**src/rtl/pipeline_hazard_ctrl_pkg.sv**
```systemverilog
// rtl/pipeline_hazard_ctrl_pkg.sv - shared state encoding and register-number types
package pipeline_hazard_ctrl_pkg;

  localparam int REG_W = 4;

  typedef logic [REG_W-1:0] reg_num_t;

  typedef enum logic [1:0] {
    ST_RUN      = 2'd0,
    ST_MEM_WAIT = 2'd1,
    ST_ERROR    = 2'd2
  } state_e;

endpackage

```
**src/rtl/pipeline_hazard_ctrl_if.sv**
```systemverilog
// rtl/pipeline_hazard_ctrl_if.sv - pipeline-to-hazard-controller signal bundle
interface pipeline_hazard_ctrl_if #(
  parameter int CNT_W = 32
);
  import pipeline_hazard_ctrl_pkg::*;

  reg_num_t         id_src1;
  reg_num_t         id_src2;
  logic             id_src1_valid;
  logic             id_src2_valid;
  reg_num_t         ex_dest;
  logic             ex_wb_en;
  logic             ex_mem_r_en;
  reg_num_t         mem_dest;
  logic             mem_wb_en;
  logic             ex_branch_taken;
  logic             mem_req;
  logic             mem_ready;
  logic             pc_freeze;
  logic             if_freeze;
  logic             if_flush;
  logic             id_flush;
  logic             pipe_freeze;
  logic             hazard;
  logic             mem_timeout;
  logic [CNT_W-1:0] stall_count;

  modport master (
    output id_src1, id_src2, id_src1_valid, id_src2_valid,
    output ex_dest, ex_wb_en, ex_mem_r_en, mem_dest, mem_wb_en,
    output ex_branch_taken, mem_req, mem_ready,
    input  pc_freeze, if_freeze, if_flush, id_flush, pipe_freeze,
    input  hazard, mem_timeout, stall_count
  );

  modport slave (
    input  id_src1, id_src2, id_src1_valid, id_src2_valid,
    input  ex_dest, ex_wb_en, ex_mem_r_en, mem_dest, mem_wb_en,
    input  ex_branch_taken, mem_req, mem_ready,
    output pc_freeze, if_freeze, if_flush, id_flush, pipe_freeze,
    output hazard, mem_timeout, stall_count
  );

endinterface

```
**src/rtl/pipeline_hazard_ctrl_hazard_detect.sv**
```systemverilog
// rtl/pipeline_hazard_ctrl_hazard_detect.sv - RAW comparator at ID; FORWARDING_EN selects load-use-only detection
module hazard_detect
  import pipeline_hazard_ctrl_pkg::*;
(
  input  reg_num_t id_src1_i,
  input  reg_num_t id_src2_i,
  input  logic     id_src1_valid_i,
  input  logic     id_src2_valid_i,
  input  reg_num_t ex_dest_i,
  input  logic     ex_wb_en_i,
  input  logic     ex_mem_r_en_i,
  input  reg_num_t mem_dest_i,
  input  logic     mem_wb_en_i,
  output logic     hazard_o
);

  logic src1_hit;
  logic src2_hit;

`ifdef FORWARDING_EN
  // Forwarding covers ALU results; only a load in EX cannot be bypassed in time.
  logic unused_mem;
  assign unused_mem = ^{mem_dest_i, mem_wb_en_i};
  assign src1_hit = ex_wb_en_i && ex_mem_r_en_i && (ex_dest_i == id_src1_i);
  assign src2_hit = ex_wb_en_i && ex_mem_r_en_i && (ex_dest_i == id_src2_i);
`else
  logic unused_ld;
  assign unused_ld = ex_mem_r_en_i;
  assign src1_hit = (ex_wb_en_i && (ex_dest_i == id_src1_i)) ||
                    (mem_wb_en_i && (mem_dest_i == id_src1_i));
  assign src2_hit = (ex_wb_en_i && (ex_dest_i == id_src2_i)) ||
                    (mem_wb_en_i && (mem_dest_i == id_src2_i));
`endif

  assign hazard_o = (id_src1_valid_i && src1_hit) || (id_src2_valid_i && src2_hit);

endmodule

```
**src/rtl/pipeline_hazard_ctrl.sv**
```systemverilog
// rtl/pipeline_hazard_ctrl.sv - stall/flush sequencer with memory-wait FSM and stall counter (FORWARDING_EN in hazard_detect)
module pipeline_hazard_ctrl
  import pipeline_hazard_ctrl_pkg::*;
#(
  parameter int MAX_WAIT = 64,
  parameter int CNT_W    = 32
) (
  input  logic                  clk,
  input  logic                  rst,
  pipeline_hazard_ctrl_if.slave bus
);

  localparam int WAIT_W = $clog2(MAX_WAIT + 1);

  state_e             state_q, state_d;
  logic [WAIT_W-1:0]  wait_cnt_q, wait_cnt_d;
  logic               mem_timeout_q, mem_timeout_d;
  logic [CNT_W-1:0]   stall_cnt_q, stall_cnt_d;

  logic hazard_raw;
  logic mem_wait;
  logic pc_freeze, if_freeze, if_flush, id_flush, pipe_freeze;

  hazard_detect u_hazard_detect (
    .id_src1_i       (bus.id_src1),
    .id_src2_i       (bus.id_src2),
    .id_src1_valid_i (bus.id_src1_valid),
    .id_src2_valid_i (bus.id_src2_valid),
    .ex_dest_i       (bus.ex_dest),
    .ex_wb_en_i      (bus.ex_wb_en),
    .ex_mem_r_en_i   (bus.ex_mem_r_en),
    .mem_dest_i      (bus.mem_dest),
    .mem_wb_en_i     (bus.mem_wb_en),
    .hazard_o        (hazard_raw)
  );

  assign mem_wait = ((state_q == ST_RUN) && bus.mem_req && !bus.mem_ready) ||
                    ((state_q == ST_MEM_WAIT) && !bus.mem_ready) ||
                    (state_q == ST_ERROR);

  always_ff @(posedge clk) begin
    if (rst) begin
      state_q       <= ST_RUN;
      wait_cnt_q    <= '0;
      mem_timeout_q <= 1'b0;
      stall_cnt_q   <= '0;
    end else begin
      state_q       <= state_d;
      wait_cnt_q    <= wait_cnt_d;
      mem_timeout_q <= mem_timeout_d;
      stall_cnt_q   <= stall_cnt_d;
    end
  end

  always_comb begin
    state_d    = state_q;
    wait_cnt_d = wait_cnt_q;
    case (state_q)
      ST_RUN: begin
        if (bus.mem_req && !bus.mem_ready) begin
          state_d    = ST_MEM_WAIT;
          wait_cnt_d = WAIT_W'(1);
        end
      end
      ST_MEM_WAIT: begin
        if (bus.mem_ready) begin
          state_d    = ST_RUN;
          wait_cnt_d = '0;
        end else begin
          wait_cnt_d = wait_cnt_q + WAIT_W'(1);
          // wait_cnt counts wait cycles already elapsed; this one is the MAX_WAIT-th.
          if (wait_cnt_q == WAIT_W'(MAX_WAIT - 1)) begin
            state_d = ST_ERROR;
          end
        end
      end
      ST_ERROR: state_d = ST_ERROR;
      default:  state_d = ST_RUN;
    endcase
  end

  always_comb begin
    mem_timeout_d = mem_timeout_q || (state_d == ST_ERROR);
    stall_cnt_d   = stall_cnt_q;
    if (pc_freeze && !(&stall_cnt_q)) begin
      stall_cnt_d = stall_cnt_q + CNT_W'(1);
    end
  end

  // Priority: memory wait holds everything, then branch flush, then hazard bubble.
  always_comb begin
    pc_freeze   = 1'b0;
    if_freeze   = 1'b0;
    if_flush    = 1'b0;
    id_flush    = 1'b0;
    pipe_freeze = 1'b0;
    if (!rst) begin
      if (mem_wait) begin
        pc_freeze   = 1'b1;
        if_freeze   = 1'b1;
        pipe_freeze = 1'b1;
      end else if (bus.ex_branch_taken) begin
        if_flush = 1'b1;
        id_flush = 1'b1;
      end else if (hazard_raw) begin
        pc_freeze = 1'b1;
        if_freeze = 1'b1;
        id_flush  = 1'b1;
      end
    end
  end

  assign bus.pc_freeze   = pc_freeze;
  assign bus.if_freeze   = if_freeze;
  assign bus.if_flush    = if_flush;
  assign bus.id_flush    = id_flush;
  assign bus.pipe_freeze = pipe_freeze;
  assign bus.hazard      = hazard_raw && !rst;
  assign bus.mem_timeout = mem_timeout_q && !rst;
  assign bus.stall_count = rst ? '0 : stall_cnt_q;

endmodule
```
**src/flat_wrapper.sv**
```systemverilog
// flat-port wrapper written by rule: the top's interface ports become plain ports
module pipeline_hazard_ctrl_flat import pipeline_hazard_ctrl_pkg::*;
#(
  parameter int MAX_WAIT = 64,
  parameter int CNT_W    = 32
)
  (clk, rst, bus_id_src1, bus_id_src2, bus_id_src1_valid, bus_id_src2_valid, bus_ex_dest, bus_ex_wb_en, bus_ex_mem_r_en, bus_mem_dest, bus_mem_wb_en, bus_ex_branch_taken, bus_mem_req, bus_mem_ready, bus_pc_freeze, bus_if_freeze, bus_if_flush, bus_id_flush, bus_pipe_freeze, bus_hazard, bus_mem_timeout, bus_stall_count);
  pipeline_hazard_ctrl_if #(.CNT_W(CNT_W)) bus_i ();
  input  logic clk;
  input  logic rst;
  input wire logic [$bits(bus_i.id_src1)-1:0] bus_id_src1;
  input wire logic [$bits(bus_i.id_src2)-1:0] bus_id_src2;
  input wire logic [$bits(bus_i.id_src1_valid)-1:0] bus_id_src1_valid;
  input wire logic [$bits(bus_i.id_src2_valid)-1:0] bus_id_src2_valid;
  input wire logic [$bits(bus_i.ex_dest)-1:0] bus_ex_dest;
  input wire logic [$bits(bus_i.ex_wb_en)-1:0] bus_ex_wb_en;
  input wire logic [$bits(bus_i.ex_mem_r_en)-1:0] bus_ex_mem_r_en;
  input wire logic [$bits(bus_i.mem_dest)-1:0] bus_mem_dest;
  input wire logic [$bits(bus_i.mem_wb_en)-1:0] bus_mem_wb_en;
  input wire logic [$bits(bus_i.ex_branch_taken)-1:0] bus_ex_branch_taken;
  input wire logic [$bits(bus_i.mem_req)-1:0] bus_mem_req;
  input wire logic [$bits(bus_i.mem_ready)-1:0] bus_mem_ready;
  output wire logic [$bits(bus_i.pc_freeze)-1:0] bus_pc_freeze;
  output wire logic [$bits(bus_i.if_freeze)-1:0] bus_if_freeze;
  output wire logic [$bits(bus_i.if_flush)-1:0] bus_if_flush;
  output wire logic [$bits(bus_i.id_flush)-1:0] bus_id_flush;
  output wire logic [$bits(bus_i.pipe_freeze)-1:0] bus_pipe_freeze;
  output wire logic [$bits(bus_i.hazard)-1:0] bus_hazard;
  output wire logic [$bits(bus_i.mem_timeout)-1:0] bus_mem_timeout;
  output wire logic [$bits(bus_i.stall_count)-1:0] bus_stall_count;
  assign bus_i.id_src1 = bus_id_src1;
  assign bus_i.id_src2 = bus_id_src2;
  assign bus_i.id_src1_valid = bus_id_src1_valid;
  assign bus_i.id_src2_valid = bus_id_src2_valid;
  assign bus_i.ex_dest = bus_ex_dest;
  assign bus_i.ex_wb_en = bus_ex_wb_en;
  assign bus_i.ex_mem_r_en = bus_ex_mem_r_en;
  assign bus_i.mem_dest = bus_mem_dest;
  assign bus_i.mem_wb_en = bus_mem_wb_en;
  assign bus_i.ex_branch_taken = bus_ex_branch_taken;
  assign bus_i.mem_req = bus_mem_req;
  assign bus_i.mem_ready = bus_mem_ready;
  assign bus_pc_freeze = bus_i.pc_freeze;
  assign bus_if_freeze = bus_i.if_freeze;
  assign bus_if_flush = bus_i.if_flush;
  assign bus_id_flush = bus_i.id_flush;
  assign bus_pipe_freeze = bus_i.pipe_freeze;
  assign bus_hazard = bus_i.hazard;
  assign bus_mem_timeout = bus_i.mem_timeout;
  assign bus_stall_count = bus_i.stall_count;
  pipeline_hazard_ctrl #(.MAX_WAIT(MAX_WAIT), .CNT_W(CNT_W)) u_core (.clk(clk), .rst(rst), .bus(bus_i));
endmodule
```
**config.mk**
```make
export PLATFORM = sky130hd
export DESIGN_NAME = pipeline_hazard_ctrl_flat
export DESIGN_NICKNAME = d
export VERILOG_FILES = /design/src/rtl/pipeline_hazard_ctrl_pkg.sv /design/src/rtl/pipeline_hazard_ctrl_if.sv /design/src/rtl/pipeline_hazard_ctrl_hazard_detect.sv /design/src/rtl/pipeline_hazard_ctrl.sv /design/src/flat_wrapper.sv
export SDC_FILE = /design/constraint.sdc
export NUM_CORES = 1
export LEC_CHECK = 0
export ABC_AREA = 1
export BUFFER_PORTS_ARGS = -buffer_cell sky130_fd_sc_hd__buf_2
export CAP_MARGIN = 20
export CORE_ASPECT_RATIO = 0.75
export CORE_UTILIZATION = 40
export DETAILED_ROUTE_END_ITERATION = 6
export HOLD_SLACK_MARGIN = 0.02
export PLACE_DENSITY = 0.65
export SLEW_MARGIN = 30
export SYNTH_ARGS = -nofsm -noshare
export SYNTH_HDL_FRONTEND = slang
export SYNTH_HIERARCHICAL = 1
export SYNTH_SLANG_ARGS = --single-unit
```
**constraint.sdc**
```tcl
create_clock -name clk -period 2.3 [get_ports clk]
set_input_delay 0.345 -clock clk [delete_from_list [all_inputs] [get_ports clk]]
set_output_delay 0.345 -clock clk [all_outputs]
set_load 0.005 [all_outputs]
```
* Yosys cells after proc, flatten, opt, wreduce, memory -nomap -nowiden
Cells that the tools add are included.
** Word-level totals
- Register bits :: 42
- Bits in latches :: 0
- Memory bits (writable) :: 0
- ROM bits :: 0
- Bits of input ports :: 26
- Output and inout bits :: 39
- Logic and storage cells :: 61
- Memories kept :: 0
** Operators by class
- $add $sub $neg :: 2
- $mul :: 0
- Div/mod/pow operators :: 0
- Order comparisons :: 0
- Equal/unequal tests :: 9
- Shifts and indexed selects :: 0
- Multiplexer cells :: 20
- Bitwise gates (word level) :: 0
- Reduce and logical (&&, ||, !) cells :: 26
** Operator list (count)
- 32-bit by 1-bit adder with 32-bit output (second input constant) :: 1
- 32-bit two-way mux :: 1
- 32-bit AND reduction :: 1
- 4-bit equality test :: 4
- 7-bit two-way mux :: 2
- 7-bit case mux with 2 select lines :: 1
- 1-bit logical AND :: 13
- 1-bit two-way mux :: 12
- 7-bit by 1-bit adder with 7-bit output (second input constant) :: 1
- 7-bit by 6-bit equality test with 1-bit output (second input constant) :: 1
- 1-bit logical OR :: 6
- 2-bit two-way mux :: 3
- 2-bit case mux with 3 select lines :: 1
- 2-bit equality test (second input constant) :: 2
- 1-bit zero test :: 3
- 2-bit by 1-bit equality test with 1-bit output (second input constant) :: 1
- 2-bit zero test :: 1
- 2-bit inequality test (second input constant) :: 1
- 2-bit AND reduction :: 1
- 2-bit nonzero test :: 1

* Depth between registers and ports, before layout
- Word-level depth :: 10
- Mapped depth :: 17
- Gate-level depth less buffers :: 17

* Hierarchy
The synthesis kept the hierarchy.
** By module, submodules not included
- pipeline_hazard_ctrl :: instances 1, cells an instance 472, area an instance 2844.0 um^2, seq. area each 840.8 um^2
- hazard_detect :: instances 1, cells an instance 70, area an instance 287.8 um^2, seq. area each 0.0 um^2

* Worst setup path after synthesis
No wires, ideal clock.
- Path kind :: input -> output
- Start :: input port bus_id_src1[1]
- End :: output port bus_pc_freeze
- Arrival time :: 1500 ps
- Required time :: 1955 ps
- Path slack :: 455 ps
- Stages :: 14
- Buffers on the path :: 2
- Cells stage by stage :: inv_1 nand2_1 nand2_1 nor2_1 nand3_1 nand2_1 nand2_1 nand2_1 inv_1 nor2_1 nand2_1 nand2_4 buf_2 buf_4
** Between the ends
- Longest elaborated chain between the ends :: 9
- Elaborated cells between the ends (all ways) :: 11
- Classes of those cells :: eq/ne (2); mux (4); reduce/logical (5)
** Ends and longest elaborated chain
- start, declared :: line flat_wrapper.sv:11 : input wire logic [$bits(bus_i.id_src1)-1:0] bus_id_src1;
- 4-bit equality test (on tied branches) :: line pipeline_hazard_ctrl_hazard_detect.sv:29, pipeline_hazard_ctrl_hazard_detect.sv:30
- 1-bit logical AND (on tied branches) :: line pipeline_hazard_ctrl_hazard_detect.sv:29, pipeline_hazard_ctrl_hazard_detect.sv:30
- 1-bit logical OR * :: line pipeline_hazard_ctrl_hazard_detect.sv:29 : assign src1_hit = (ex_wb_en_i && (ex_dest_i == id_src1_i)) ||
- 1-bit logical AND * :: line pipeline_hazard_ctrl_hazard_detect.sv:35 : assign hazard_o = (id_src1_valid_i && src1_hit) || (id_src2_valid_i && src2_hit);
- 1-bit logical OR * :: line pipeline_hazard_ctrl_hazard_detect.sv:35
- via u_core.hazard_raw :: line pipeline_hazard_ctrl.sv:20 : logic hazard_raw;
- 1-bit two-way mux * (4 in series)
- end, declared :: line flat_wrapper.sv:23 : output wire logic [$bits(bus_i.pc_freeze)-1:0] bus_pc_freeze;
Mark *: on every way through the listed nets, which the timed path passes. The rest lies on a longest branch.

* Worst setup path in the final report
- Start :: input port bus_id_src1[1]
- End :: output port bus_pc_freeze
** Between the ends
- Longest elaborated chain between the ends :: 9
- Elaborated cells between the ends (all ways) :: 11
- Classes of those cells :: eq/ne (2); mux (4); reduce/logical (5)
** Ends and longest elaborated chain
- 4-bit equality test (on tied branches) :: line pipeline_hazard_ctrl_hazard_detect.sv:29, pipeline_hazard_ctrl_hazard_detect.sv:30
- 1-bit logical AND (on tied branches) :: line pipeline_hazard_ctrl_hazard_detect.sv:29, pipeline_hazard_ctrl_hazard_detect.sv:30
- 1-bit logical OR * :: line pipeline_hazard_ctrl_hazard_detect.sv:29
- 1-bit logical AND * :: line pipeline_hazard_ctrl_hazard_detect.sv:35
- 1-bit logical OR * :: line pipeline_hazard_ctrl_hazard_detect.sv:35
- via u_core.hazard_raw :: line pipeline_hazard_ctrl.sv:20
- 1-bit two-way mux * :: line pipeline_hazard_ctrl.sv:105 : end else if (hazard_raw) begin
- 1-bit two-way mux * :: line pipeline_hazard_ctrl.sv:102 : end else if (bus.ex_branch_taken) begin
- 1-bit two-way mux * :: line pipeline_hazard_ctrl.sv:98 : if (mem_wait) begin
- 1-bit two-way mux * :: line pipeline_hazard_ctrl.sv:97 : if (!rst) begin
Marked as above.

==> results_dict.tcl <==
set metrics [dict create \
    hold_viol_final 0 \
    syn_to_final_growth_pct 16.1 \
    setup_viol 0 \
    synthAdderAreaFrac 0.00799 \
    avgSynthCellArea_um2 5.78 \
    start_util 0.419 \
    synth_seq_cells 42 \
    crit_path_start "bus_id_src1[1]" \
    finalSetupTns_ps 0 \
    synth_cells 542 \
    antenna_found_initial 0 \
    cts_setup_buffers 0 \
    crit_chain "buf_2 > inv_1 > nand2_1 > nand2_1 > nor2_1 > nand3_1 > nand2_1 > nand2_1 > nand2_1 > inv_1 > nor2_1 > nand2_1 > nand2_4 > buf_4 > buf_2" \
    ant_nets 0 \
    syn-cell-area_mm2 0.00313 \
    hpwl_mm 6.40 \
    r2r_slack_ps 250 \
    drcViolationCount 0 \
    period_minus_slack_ps 2100 \
    viasPerCell 4.78 \
    synth.distinct_cells 36 \
    max_slew_margin 0.703 \
    n_antenna_cell 0 \
    post_cts_resized 0 \
    final_area_mm2 0.00364 \
    status "finished clean" \
    crit_fanout 15 \
    nFillCells 804 \
    numCtsBuffers 5 \
    pin_count 65 \
    cpMaxStageDelayCell "buf_4" \
    cts_root_buf "clkbuf_8" \
    fin_crit_sh 0.912 \
    cts_buffer_depth 2 \
    cts.sinks 42 \
    crit_buf_inv 5 \
    clkTransAtPathRegs_ps 80 \
    skew_ps 6.60 \
    wire_per_inst_um 11.5 \
    rsz0062_at_grt "false" \
    end_kind "primary output" \
    maxCapViolations 0 \
    r2r-start "u_core/stall_cnt_q[1]" \
    place.gp.congestion 0.867 \
    finalMaxSlewViolations 0 \
    synth-xor-area-share 0.0475 \
    rows 27 \
    synth_top_family_by_area "simple AND/OR/NAND/NOR gates" \
    tightestPinTransition_ps 445 \
    die_w_um 104 \
    clock_latency_ps 300 \
    dr.pass1.iters 4 \
    post_dp_cell_area_mm2 0.00355 \
    fmax_ghz 0.477 \
    r2r_end "u_core/stall_cnt_q[15]" \
    cts_hold_buf 0 \
    critPathRequiredTime_ps 1960 \
    min_path_cells 4 \
    critical-path-top-delay-family "simple AND/OR/NAND/NOR gates" \
    path_class "input pin to primary output" \
    hold_end "u_core/wait_cnt_q[0]" \
    grt_use_total 0.211 \
    layout_commonest_cell "nand2_1" \
    final_nets 633 \
    cpPeakStageDelay_ps 210 \
    cts_tree "done" \
    synthMuxAreaShare 0 \
    cp_common_cell "nand2_1" \
    arrival_ps 1750 \
    synth-compound-area-share 0.0903 \
    min_from "bus_mem_ready" \
    cts.htree.levels 2 \
    core_area_mm2 0.00747 \
    die_y_um 78.6 \
    critPathLaunchType "input pin" \
    synth-simple-area-share 0.473 \
    grt_pass1_wl_mm 13.9 \
    final_cell_mix "nand2_1 (192), nor2_1 (111), inv_1 (66), buf_2 (63), dfxtp_1 (42)" \
    grt_pass1_vias 3053 \
    yosysSeqAreaShare 0.268 \
    p_leak_nw 1.64 \
    numPortBuffers 63 \
    gr-total-overflow 0 \
    die_area_mm2 0.00819 \
    p_per_area_mw_per_mm2 392 \
    max-vdd-ir-drop_v 0.000223 \
    vias 3382 \
    drt-initial-drc-count 165 \
    yosysWarningCount 6 \
    grt_max_degree 39 \
    synth_nets 570 \
    drive_above_1_share 0.170 \
    drt_wl_total_mm 8.11 \
    hold_class "input pin to flop" \
    r2r_cells 10 \
]
registers in the layout (all words and copies together) (netlist names):
| name | flops |
|---|---|
| u_core/mem_timeout_q | 1 |
| u_core/stall_cnt_q | 32 |
| u_core/state_q | 2 |
| u_core/wait_cnt_q | 7 |
layout make-up:
| cell class | count | area, µm² | share of cell area |
|---|---|---|---|
| repair buffers | 71 | 388 | 0.107 |
| inverters | 67 | 251 | 0.0691 |
| well taps | 101 | 126 | 0.0347 |
| flip-flops and latches | 42 | 841 | 0.231 |
| clock buffers | 7 | 86.3 | 0.0237 |
| clock inverters | 1 | 5.00 | 0.00138 |
| multi-input cells | 418 | 1940 | 0.533 |
worst register-to-register path: stages, from the launching register on:
cell and delay (ps):
dfxtp_1 410, ha_1 230, nand2_1 100, nor2_4 190
nand2_4 110, nor2_8 140, nand2_4 140, nand2_8 110
buf_4 290, nand2_1 130, a21oi_2 140
routing by layer:
metal	vias up	GRT usage	share of wire
li1	1779	-	-
met1	1495	0.287	0.49
met2	101	0.341	0.43
met3	7	0.0374	0.070
met4	0	0.0643	0.010
met5	-	0	0
report_power, final:
part | internal, mW | switching, mW
logic | 0.0653 | 0.113
registers | 0.732 | 0.00617
clock network | 0.243 | 0.265
Yosys cell counts, drive strengths merged:
library cell / count / share of area
a211oi: 1 / 0.0024
a21boi: 1 / 0.0024
a21oi: 31 / 0.066
a31oi: 1 / 0.0020
and2: 1 / 0.0020
buf: 13 / 0.030
clkbuf: 2 / 0.0024
dfxtp: 42 / 0.27
ha: 2 / 0.0080
inv: 67 / 0.080
nand2: 197 / 0.25
nand3: 34 / 0.054
nand3b: 2 / 0.0048
nand4: 4 / 0.0080
nor2: 115 / 0.15
nor3: 3 / 0.0064
o211ai: 1 / 0.0024
o21a: 1 / 0.0024
o21ai: 5 / 0.0080
o21bai: 1 / 0.0024
o22ai: 1 / 0.0020
xnor2: 5 / 0.014
xor2: 12 / 0.034
cell families (layout without fill, tap and decap cells):
| family | count (synthesis) | in the layout |
|---|---|---|
| DFF | 42 | 42 |
| buffers and inverters | 82 | 146 |
| and+or+nand+nor | 356 | 356 |
| xor gates and xnor gates | 17 | 17 |
| adders and majority gates | 2 | 2 |
| AOI/OAI and AO/OA | 43 | 43 |
how the worst max path moves through the flow:
stage                          to  slack (ps)  depth (start not counted)
finish              bus_pc_freeze         200                         15
global route        bus_if_freeze          10                         15
CTS                 bus_if_freeze         200                         15
detailed placement  bus_if_freeze         210                         15
global placement    bus_if_freeze         240                         15
floorplan           bus_pc_freeze         450                         14
per-stage QoR:
stage / power, mW / instances / hold slack, ps / utilization / worst slack [ps]
2_1_floorplan: 0.874 / 542 / 450 / - / 455
3_3_place_gp: 0.933 / 699 / 463 / 0.475 / 236
6_report: 1.42 / 707 / 361 / 0.487 / 201
3_5_place_dp: 0.935 / 699 / 472 / 0.475 / 212
4_1_cts: 1.44 / 707 / 359 / 0.487 / 204
5_1_grt: 1.50 / 707 / 395 / 0.487 / 9.55
Note: power is estimated with default switching activity, not from simulation.
